[src/rtl/regfile_wr_sched.sv]
// regfile_wr_sched: register-file write-port owner with index-fill init sequencer and A/B round-robin writeback arbiter
module regfile_wr_sched #(
  parameter int DATA_W   = 64,
  parameter int ADDR_W   = 5,
  parameter bit DROP_XZR = 1'b1
) (
  input  logic              clk,
  input  logic              reset,
  input  logic              init_req,
  input  logic              a_valid,
  input  logic [ADDR_W-1:0] a_addr,
  input  logic [DATA_W-1:0] a_data,
  output logic              a_ready,
  input  logic              b_valid,
  input  logic [ADDR_W-1:0] b_addr,
  input  logic [DATA_W-1:0] b_data,
  output logic              b_ready,
  output logic              rf_we,
  output logic [ADDR_W-1:0] rf_waddr,
  output logic [DATA_W-1:0] rf_wdata,
  output logic              init_done
);
  typedef enum logic {INIT, RUN} state_t;
  state_t              state_q;
  logic [ADDR_W:0]     idx_q;
  logic                last_b_q;
  logic                rf_we_q;
  logic [ADDR_W-1:0]   rf_waddr_q;
  logic [DATA_W-1:0]   rf_wdata_q;
  logic                run, acc, fwd;
  logic [ADDR_W-1:0]   sel_addr;
  logic [DATA_W-1:0]   sel_data;
  always_comb begin
    run      = (state_q == RUN) & ~init_req;
    a_ready  = run & a_valid & (~b_valid | last_b_q);
    b_ready  = run & b_valid & (~a_valid | ~last_b_q);
    acc      = a_ready | b_ready;
    sel_addr = a_ready ? a_addr : b_addr;
    sel_data = a_ready ? a_data : b_data;
    fwd      = acc & ~(DROP_XZR && sel_addr == '1);
  end
  // idx_q carries one extra bit so the cycle after the last fill write is distinguishable
  always_ff @(posedge clk) begin
    if (reset) begin
      state_q    <= INIT;
      idx_q      <= '0;
      last_b_q   <= 1'b1;
      rf_we_q    <= 1'b0;
      rf_waddr_q <= '0;
      rf_wdata_q <= '0;
    end else if (state_q == INIT) begin
      rf_we_q <= ~idx_q[ADDR_W];
      if (!idx_q[ADDR_W]) begin
        rf_waddr_q <= idx_q[ADDR_W-1:0];
        rf_wdata_q <= DATA_W'(idx_q[ADDR_W-1:0]);
        idx_q      <= idx_q + 1'b1;
      end else begin
        state_q <= RUN;
      end
    end else if (init_req) begin
      state_q <= INIT;
      idx_q   <= '0;
      rf_we_q <= 1'b0;
    end else begin
      rf_we_q <= fwd;
      if (fwd) begin
        rf_waddr_q <= sel_addr;
        rf_wdata_q <= sel_data;
      end
      if (acc) last_b_q <= b_ready;
    end
  end
  assign rf_we     = rf_we_q;
  assign rf_waddr  = rf_waddr_q;
  assign rf_wdata  = rf_wdata_q;
  assign init_done = (state_q == RUN);
endmodule
[config.mk]
export PLATFORM = sky130hd
export DESIGN_NAME = regfile_wr_sched
export DESIGN_NICKNAME = d
export VERILOG_FILES = /design/src/rtl/regfile_wr_sched.sv
export SDC_FILE = /design/constraint.sdc
export NUM_CORES = 1
export LEC_CHECK = 0
export CELL_PAD_IN_SITES_DETAIL_PLACEMENT = 1
export CELL_PAD_IN_SITES_GLOBAL_PLACEMENT = 1
export CORE_MARGIN = 3
export CORE_UTILIZATION = 30
export CTS_CLUSTER_SIZE = 24
export DETAILED_ROUTE_END_ITERATION = 6
export PLACE_DENSITY_LB_ADDON = 0.1
export REMOVE_ABC_BUFFERS = 1
export SLEW_MARGIN = 20
export SYNTH_ARGS = -nofsm -noshare
export SYNTH_HDL_FRONTEND = slang
export SYNTH_SLANG_ARGS = --single-unit
[constraint.sdc]
create_clock -name clk -period 3.36 [get_ports clk]
set_input_delay 0.84 -clock clk [delete_from_list [all_inputs] [get_ports clk]]
set_output_delay 0.84 -clock clk [all_outputs]
set_load 0.005 [all_outputs]
== Word-level counts from Yosys, hierarchy flattened ==
Cells that the tools add are included.
Storage, ports and cells
  word-level logic and storage cells: 49
  bits in registers: 78
  input port bits: 143
  output and inout bits: 73
Cells by class
  $add $sub $neg: 1
  bitwise logic cells: 15
  reductions and logical operators: 3
  multiplexer cells: 18
  equality and inequality tests: 5
Operators with widths (number)
  64-bit two-way mux: 5
  5-bit two-way mux: 5
  6-bit two-way mux: 3
  6-bit by 1-bit adder with 6-bit output (second input constant): 1
  1-bit AND: 6
  2-bit != test (second input constant): 3
  1-bit inverter: 6
  3-bit AND reduction: 2
  5-bit equality test (second input constant): 1
  1-bit two-way mux: 5
  1-bit bitwise OR: 3
  2-bit by 1-bit != test with 1-bit output (second input constant): 1
  2-bit AND reduction: 1

== Depth between registers and ports, before layout ==
Gate-level depths: netlist of run 1.
  depth in word-level cells: 11
  gate-level depth with buffers: 8
  mapped depth without buffers: 6

== Worst setup path after synthesis of run 1 ==
OpenSTA, ideal clock, no wires.
  kind: input -> output
  from: in init_req
  to: out a_ready
  arrival: 1.722 ns
  path buffers: 2
  stages on the path: 5
  required time: 2.520 ns
  slack: 0.798 ns
  cells stage by stage: and2b_4 nand3_2 inv_2 buf_2 buf_2
On the way
  word-level cells in the longest chain between the ends: 4
RTL lines
  from (decl): line 9  | input logic init_req,
  1-bit inverter (no line)
  1-bit AND: line 34  | run = (state_q == RUN) & ~init_req;
  1-bit AND (2 in series): line 35  | a_ready = run & a_valid & (~b_valid | last_b_q);
  to (decl): line 13  | output logic a_ready,
Every way passes these cells.

== Final worst setup path of run 1 ==
Same ends and word-level chain as after synthesis.

==> run_results.csv, run 1 <==
group,metric,value,unit
yosys,yosysTopAreaCell,"dfxtp_1",
placed_design,post-dp-hpwl,11500,um
clock_tree,cts_post_setup_buffers_inserted,0,
critical_path,cp-end-kind,"output pin",
pwr,p_int,1.65,mW
route,drc_errors,0,
timing,max_freq,0.311,GHz
clock_tree,cts_tree,"done",
clock_tree,cts.sinks,78,
timing,rsz0062_at_grt,"no",
route,vias,4403,
pwr,p_total,2.10,mW
global_routing,grt_pass1_vias,4539,
global_routing,grtUsageMet3,3.89,%
pwr,switching_share,21.4,%
yosys,avgSynthCellArea,9.74,um^2
global_routing,grt_pass1_wl,25800,um
timing,setup_violations,0,
status,status,"finished, final reports clean",
finish,fin_util,49.0,%
finish,stdcell_count,822,
placed_design,place_congestion,0.797,
hold_path,hold_end,"rf_wdata[53]",
finish,stdcell_area,6930,um^2
clock_tree,clock_path_buffers,2,
yosys,synth_ff_type,"dfxtp_1",
clock_tree,cts-resized-gates,0,
floorplanning,num_rows,43,
timing,clock-skew-final,4.83,ps
floorplanning,start_util,31.2,%
timing,period_minus_slack,3210,ps
finish,drive_gt1_share,17.1,%
pwr,peakVddDrop,0.199,mV
pwr,combPwrFrac,11.1,%
route,viasPerCell,5.36,
yosys,synth_cell_types,38,
timing,hold_viol,0,
yosys,ys_ff_latch,78,
clock_tree,cts.clk_slew.worst_paths,60,ps
global_routing,use_met1,27.0,%
clock_tree,cts_htree_levels,3,
hold_path,hp-class,"reg -> reg",
floorplanning,coreArea,14100,um^2
hold_path,hold_depth,2,
global_routing,top_usage_layer,"met2",
floorplanning,die_h,127,um
critical_path,worstSetupPathType,"in -> out",
timing,worst_slew_pin_slew,710,ps
clock_tree,ctsHoldBuffers,0,
critical_path,crit_path_start_kind,"primary input",
floorplanning,die_area,16200,um^2
timing,fin_ws,145,ps
yosys,synth_edf_count,0,
critical_path,ff2ff_setup_slack,850,ps
clock_tree,clk_latency,340,ps
global_routing,met2_usage,32.7,%
critical_path,cp.arrival,2370,ps
yosys,netlist_top_cells_count,"dfxtp_1 (78), inv_1 (62), and3_1 (59), a211oi_2 (52), a221oi_1 (49)",
finish,antenna_cells,0,
hold_path,hp-start,"rf_wdata[53]",
yosys,ys_top_cells_by_area,"dfxtp_1 (35%), a211oi_2 (15%), a221oi_1 (9.7%)",
pwr,p_seq_share,44.7,%
pwr,p_switching,0.449,mW
finish,n_fill_cell,1591,
route,wl_per_cell,20.1,um
global_routing,grt_max_degree,69,
critical_path,reg2reg_to,"rf_wdata[52]",
yosys,post-synth-top-count-cell,"dfxtp_1",
yosys,synth_warnings,0,
critical_path,ff2ff_path_depth,7,
timing,whs,462,ps
run,drv_cap,0,
route,drtIter0Drc,235,
timing,setup-tns-final,0,ps
yosys,yosysSeqAreaShare,35.4,%
global_routing,grt_use_total,20.0,%
yosys,netlist_instances,453,
placed_design,detailed_place.area,6650,um^2
pwr,clkPwrFrac,44.2,%
route,drt_wl_total,16500,um
critical_path,required,2520,ps
finish,layout.nets,783,
yosys,syn_area,4410,um^2
placed_design,placedCellCount,808,
timing,min_period_over_period,95.7,%
placed_design,io_buffers,215,
finish,syn2layout_area_growth,57.1,%
timing,slew_violations,0,
yosys,yosysTopAreaCellShare,35.4,%
clock_tree,cts_root_buf,"clkbuf_16",
pwr,pwr_density_cell,303,nW/um^2
critical_path,cp_max_fo,6,
route,first_pass_iters,4,
pwr,p_leak,2.42,nW
critical_path,reg2reg_from,"init_done",
placed_design,pre_cts_slack,119,ps
floorplanning,die_x,127,um
global_routing,antenna_found_initial,0,
floorplanning,ios,216,
yosys,ys_async_sr_fraction,0,%
timing,slew_headroom,52.7,%
route,antenna_left,0,
clock_tree,numCtsBuffers,9,
global_routing,gr-total-overflow,0,
==> metal layers <==
layer	wire length, um	vias up
met5	0	-
li1	-	2092
met1	7500	2136
met4	257	0
met3	957	17
met2	7790	158
==> power by group through the flow <==
stage               Clock (mW)  Combinational (mW)  Sequential, mW
detailed placement           0               0.234           0.959
global placement             0               0.234           0.959
floorplan                    0              0.0234           0.958
CTS                      0.959               0.236           0.939
global route             0.989               0.250           0.940
finish                   0.928               0.234           0.939
==> kinds of logic (layout without fill, tap and decap cells) <==
group / Yosys count / after routing / synth area share [%]
flip-flops: 78 / 78 / 35.4
AO/OA/AOI/OAI: 159 / 159 / 37.7
buffers and inverters: 117 / 306 / 12.1
multiplexers: 10 / 10 / 2.38
adder cells (fa/ha/maj): 1 / 1 / 0.284
AND/OR/NAND/NOR: 88 / 88 / 12.1
==> cell type report <==
class,instances,area (um^2),area share [%]
Sequential cell,78,1560,22.6
Multi-Input combinational cell,258,2320,33.6
Inverter,63,236,3.41
Tap cell,180,225,3.25
Timing Repair Buffer,229,2300,33.3
Clock inverter,1,5.00,0.0722
Clock buffer,13,270,3.90
==> worst max path at each step <==
stage,startpoint,end,slack [ps],cells past startpoint
floorplan,init_done,rf_waddr[1],-3460,6
global placement,init_req,a_ready,150,5
detailed placement,init_req,rf_wdata[52],120,8
CTS,init_req,a_ready,130,5
global route,init_req,a_ready,60,5
finish,init_req,a_ready,150,5
==> cell usage in the layout (no fill, tap or decap), drive strengths merged, types with 10 or more instances in the layout <==
cell,Yosys,final
clkdlybuf4s50,0,214
dfxtp,78,78
a221oi,69,69
inv,63,63
a211oi,60,60
and3,59,59
buf,27,15
clkbuf,27,13
nor2,10,10
a31o,10,10
==> critical path, stage by stage <==
cell	delay (ps)
clkdlybuf4s50_1	420
and2b_4	300
nand3_2	100
inv_2	100
clkdlybuf4s50_1	610
==> state kept, by name, indices dropped and copies added (netlist names) <==
signal / count
rf_wdata: 64
idx_q: 6
last_b_q: 1
rf_waddr: 5
init_done: 1
rf_we: 1
No activity file was read; power rests on OpenSTA's default activity.
==> run 2: changes to the inputs <==
- ABC_CLOCK_PERIOD_IN_PS: not set -> 3500
- clock period: 3.36 -> 3.5 ns (I/O delays scaled with it)
==> run_results.csv, run 2 (same netlist as run 1, synthesis figures left out) <==
group,metric,value,unit
global_routing,grt_pass1_wl,25800,um
finish,largest_reg_flops,64,
route,antenna_left,0,
finish,syn2layout_area_growth,57.9,%
global_routing,grt_pass1_vias,4510,
route,viasPerCell,5.45,
timing,slew_headroom,48.3,%
clock_tree,cts_htree_levels,3,
clock_tree,clock_path_buffers,2,
global_routing,gr-total-overflow,0,
floorplanning,num_rows,43,
hold_path,hp-start,"rf_wdata[41]",
clock_tree,clk_latency,340,ps
global_routing,grt_max_degree,69,
global_routing,antenna_found_initial,1,
floorplanning,die_h,127,um
placed_design,io_buffers,215,
critical_path,critical_path.max_stage_delay,580,ps
finish,antenna_cells,0,
finish,layout.nets,783,
critical_path,ff2ff_setup_slack,920,ps
placed_design,place_congestion,0.798,
pwr,p_total,2.11,mW
timing,whs,456,ps
timing,min_period_over_period,93.7,%
placed_design,pre_cts_slack,175,ps
finish,stdcell_area,6960,um^2
clock_tree,ctsHoldBuffers,0,
critical_path,ff2ff_path_depth,6,
pwr,pwr_density_cell,304,nW/um^2
finish,final_cell_mix,"clkdlybuf4s50_1 (214), dfxtp_1 (77), inv_1 (62)",
clock_tree,cts.clk_slew.worst_paths,60,ps
finish,n_fill_cell,1556,
placed_design,placedCellCount,808,
critical_path,crit_top_cell,"clkdlybuf4s50_1",
timing,slew_violations,0,
placed_design,detailed_place.area,6650,um^2
clock_tree,cts_root_buf,"clkbuf_16",
timing,period_minus_slack,3280,ps
finish,final_common_cell,"clkdlybuf4s50_1",
clock_tree,cts-resized-gates,0,
global_routing,grt_use_total,20.0,%
floorplanning,die_area,16200,um^2
floorplanning,die_x,127,um
route,first_pass_iters,4,
timing,hold_viol,0,
critical_path,path_buf_inv,3,
hold_path,hold_depth,2,
critical_path,cp_slowest_cell,"clkdlybuf4s50_1",
pwr,peakVddDrop,0.181,mV
timing,max_freq,0.305,GHz
critical_path,cp-end-kind,"output pin",
clock_tree,numCtsBuffers,9,
timing,clock-skew-final,6.74,ps
critical_path,crit_path_start_kind,"primary input",
finish,drive_gt1_share,17.4,%
critical_path,cp_cell_sequence,"clkdlybuf4s50_1 -> and2b_4 -> nand3_2 -> inv_2 -> clkdlybuf4s50_1",
floorplanning,start_util,31.2,%
critical_path,worstSetupPathType,"in -> out",
run,drv_cap,0,
timing,setup_violations,0,
hold_path,hp-class,"reg -> reg",
timing,rsz0062_at_grt,"no",
route,drt_wl_total,16800,um
finish,fin_util,49.2,%
critical_path,cp_max_fo,6,
finish,stdcell_count,823,
route,drc_errors,0,
status,status,"finished, final reports clean",
critical_path,cp.arrival,2400,ps
pwr,p_leak,2.44,nW
clock_tree,cts_tree,"done",
timing,worst_slew_pin_slew,776,ps
critical_path,crit_family,"buffers and inverters",
floorplanning,coreArea,14100,um^2
floorplanning,ios,216,
critical_path,reg2reg_to,"rf_wdata[37]",
timing,setup-tns-final,0,ps
critical_path,required,2620,ps
route,drtIter0Drc,239,
critical_path,reg2reg_from,"init_done",
hold_path,hold_end,"rf_wdata[41]",
clock_tree,cts.sinks,78,
route,wl_per_cell,20.4,um
clock_tree,cts_post_setup_buffers_inserted,0,
placed_design,post-dp-hpwl,11700,um
route,vias,4489,
timing,fin_ws,222,ps
## run 2: cell count changes in the layout (fill, tap and decap cells not counted)
cell | previous run | this run
bufinv_16 | 0 | 1
clkbuf_1 | 1 | 0
clkinvlp_4 | 0 | 1
## run 2: worst min-delay path, stage by stage (launching register included)
cell	delay (ps)
dfxtp_1	310
inv_1	50
a211oi_1	50
## run 2: routing by layer
layer	up-vias	GRT usage, %	wire length (um)
met5	-	0	13
li1	2094	-	-
met4	2	6.56	308
met3	23	3.80	1070
met2	166	33.3	7960
met1	2204	26.3	7450
## run 2: area by class of cell
cell class              instances  area (um^2)  share of cell area, %
clock inverters                 3         42.5                  0.611
well taps                     180          225                   3.23
clock buffers                  12          267                   3.83
flip-flops and latches         78         1560                   22.4
multi-input cells             258         2320                   33.4
inverters                      63          236                   3.40
repair buffers                229         2300                   33.1
## run 2: power breakdown
part	internal, mW	total, mW	switching, mW
clock network	0.606	0.986	0.380
logic	0.160	0.227	0.0671
registers	0.895	0.901	0.00603
## run 2: how the worst max path moves through the flow
stage / startpoint / to / cells past startpoint
floorplan: init_done / rf_waddr[1] / 6
global placement: init_req / a_ready / 5
detailed placement: init_req / rf_wdata[37] / 8
CTS: init_req / a_ready / 5
global route: init_req / b_ready / 5
finish: init_req / a_ready / 5
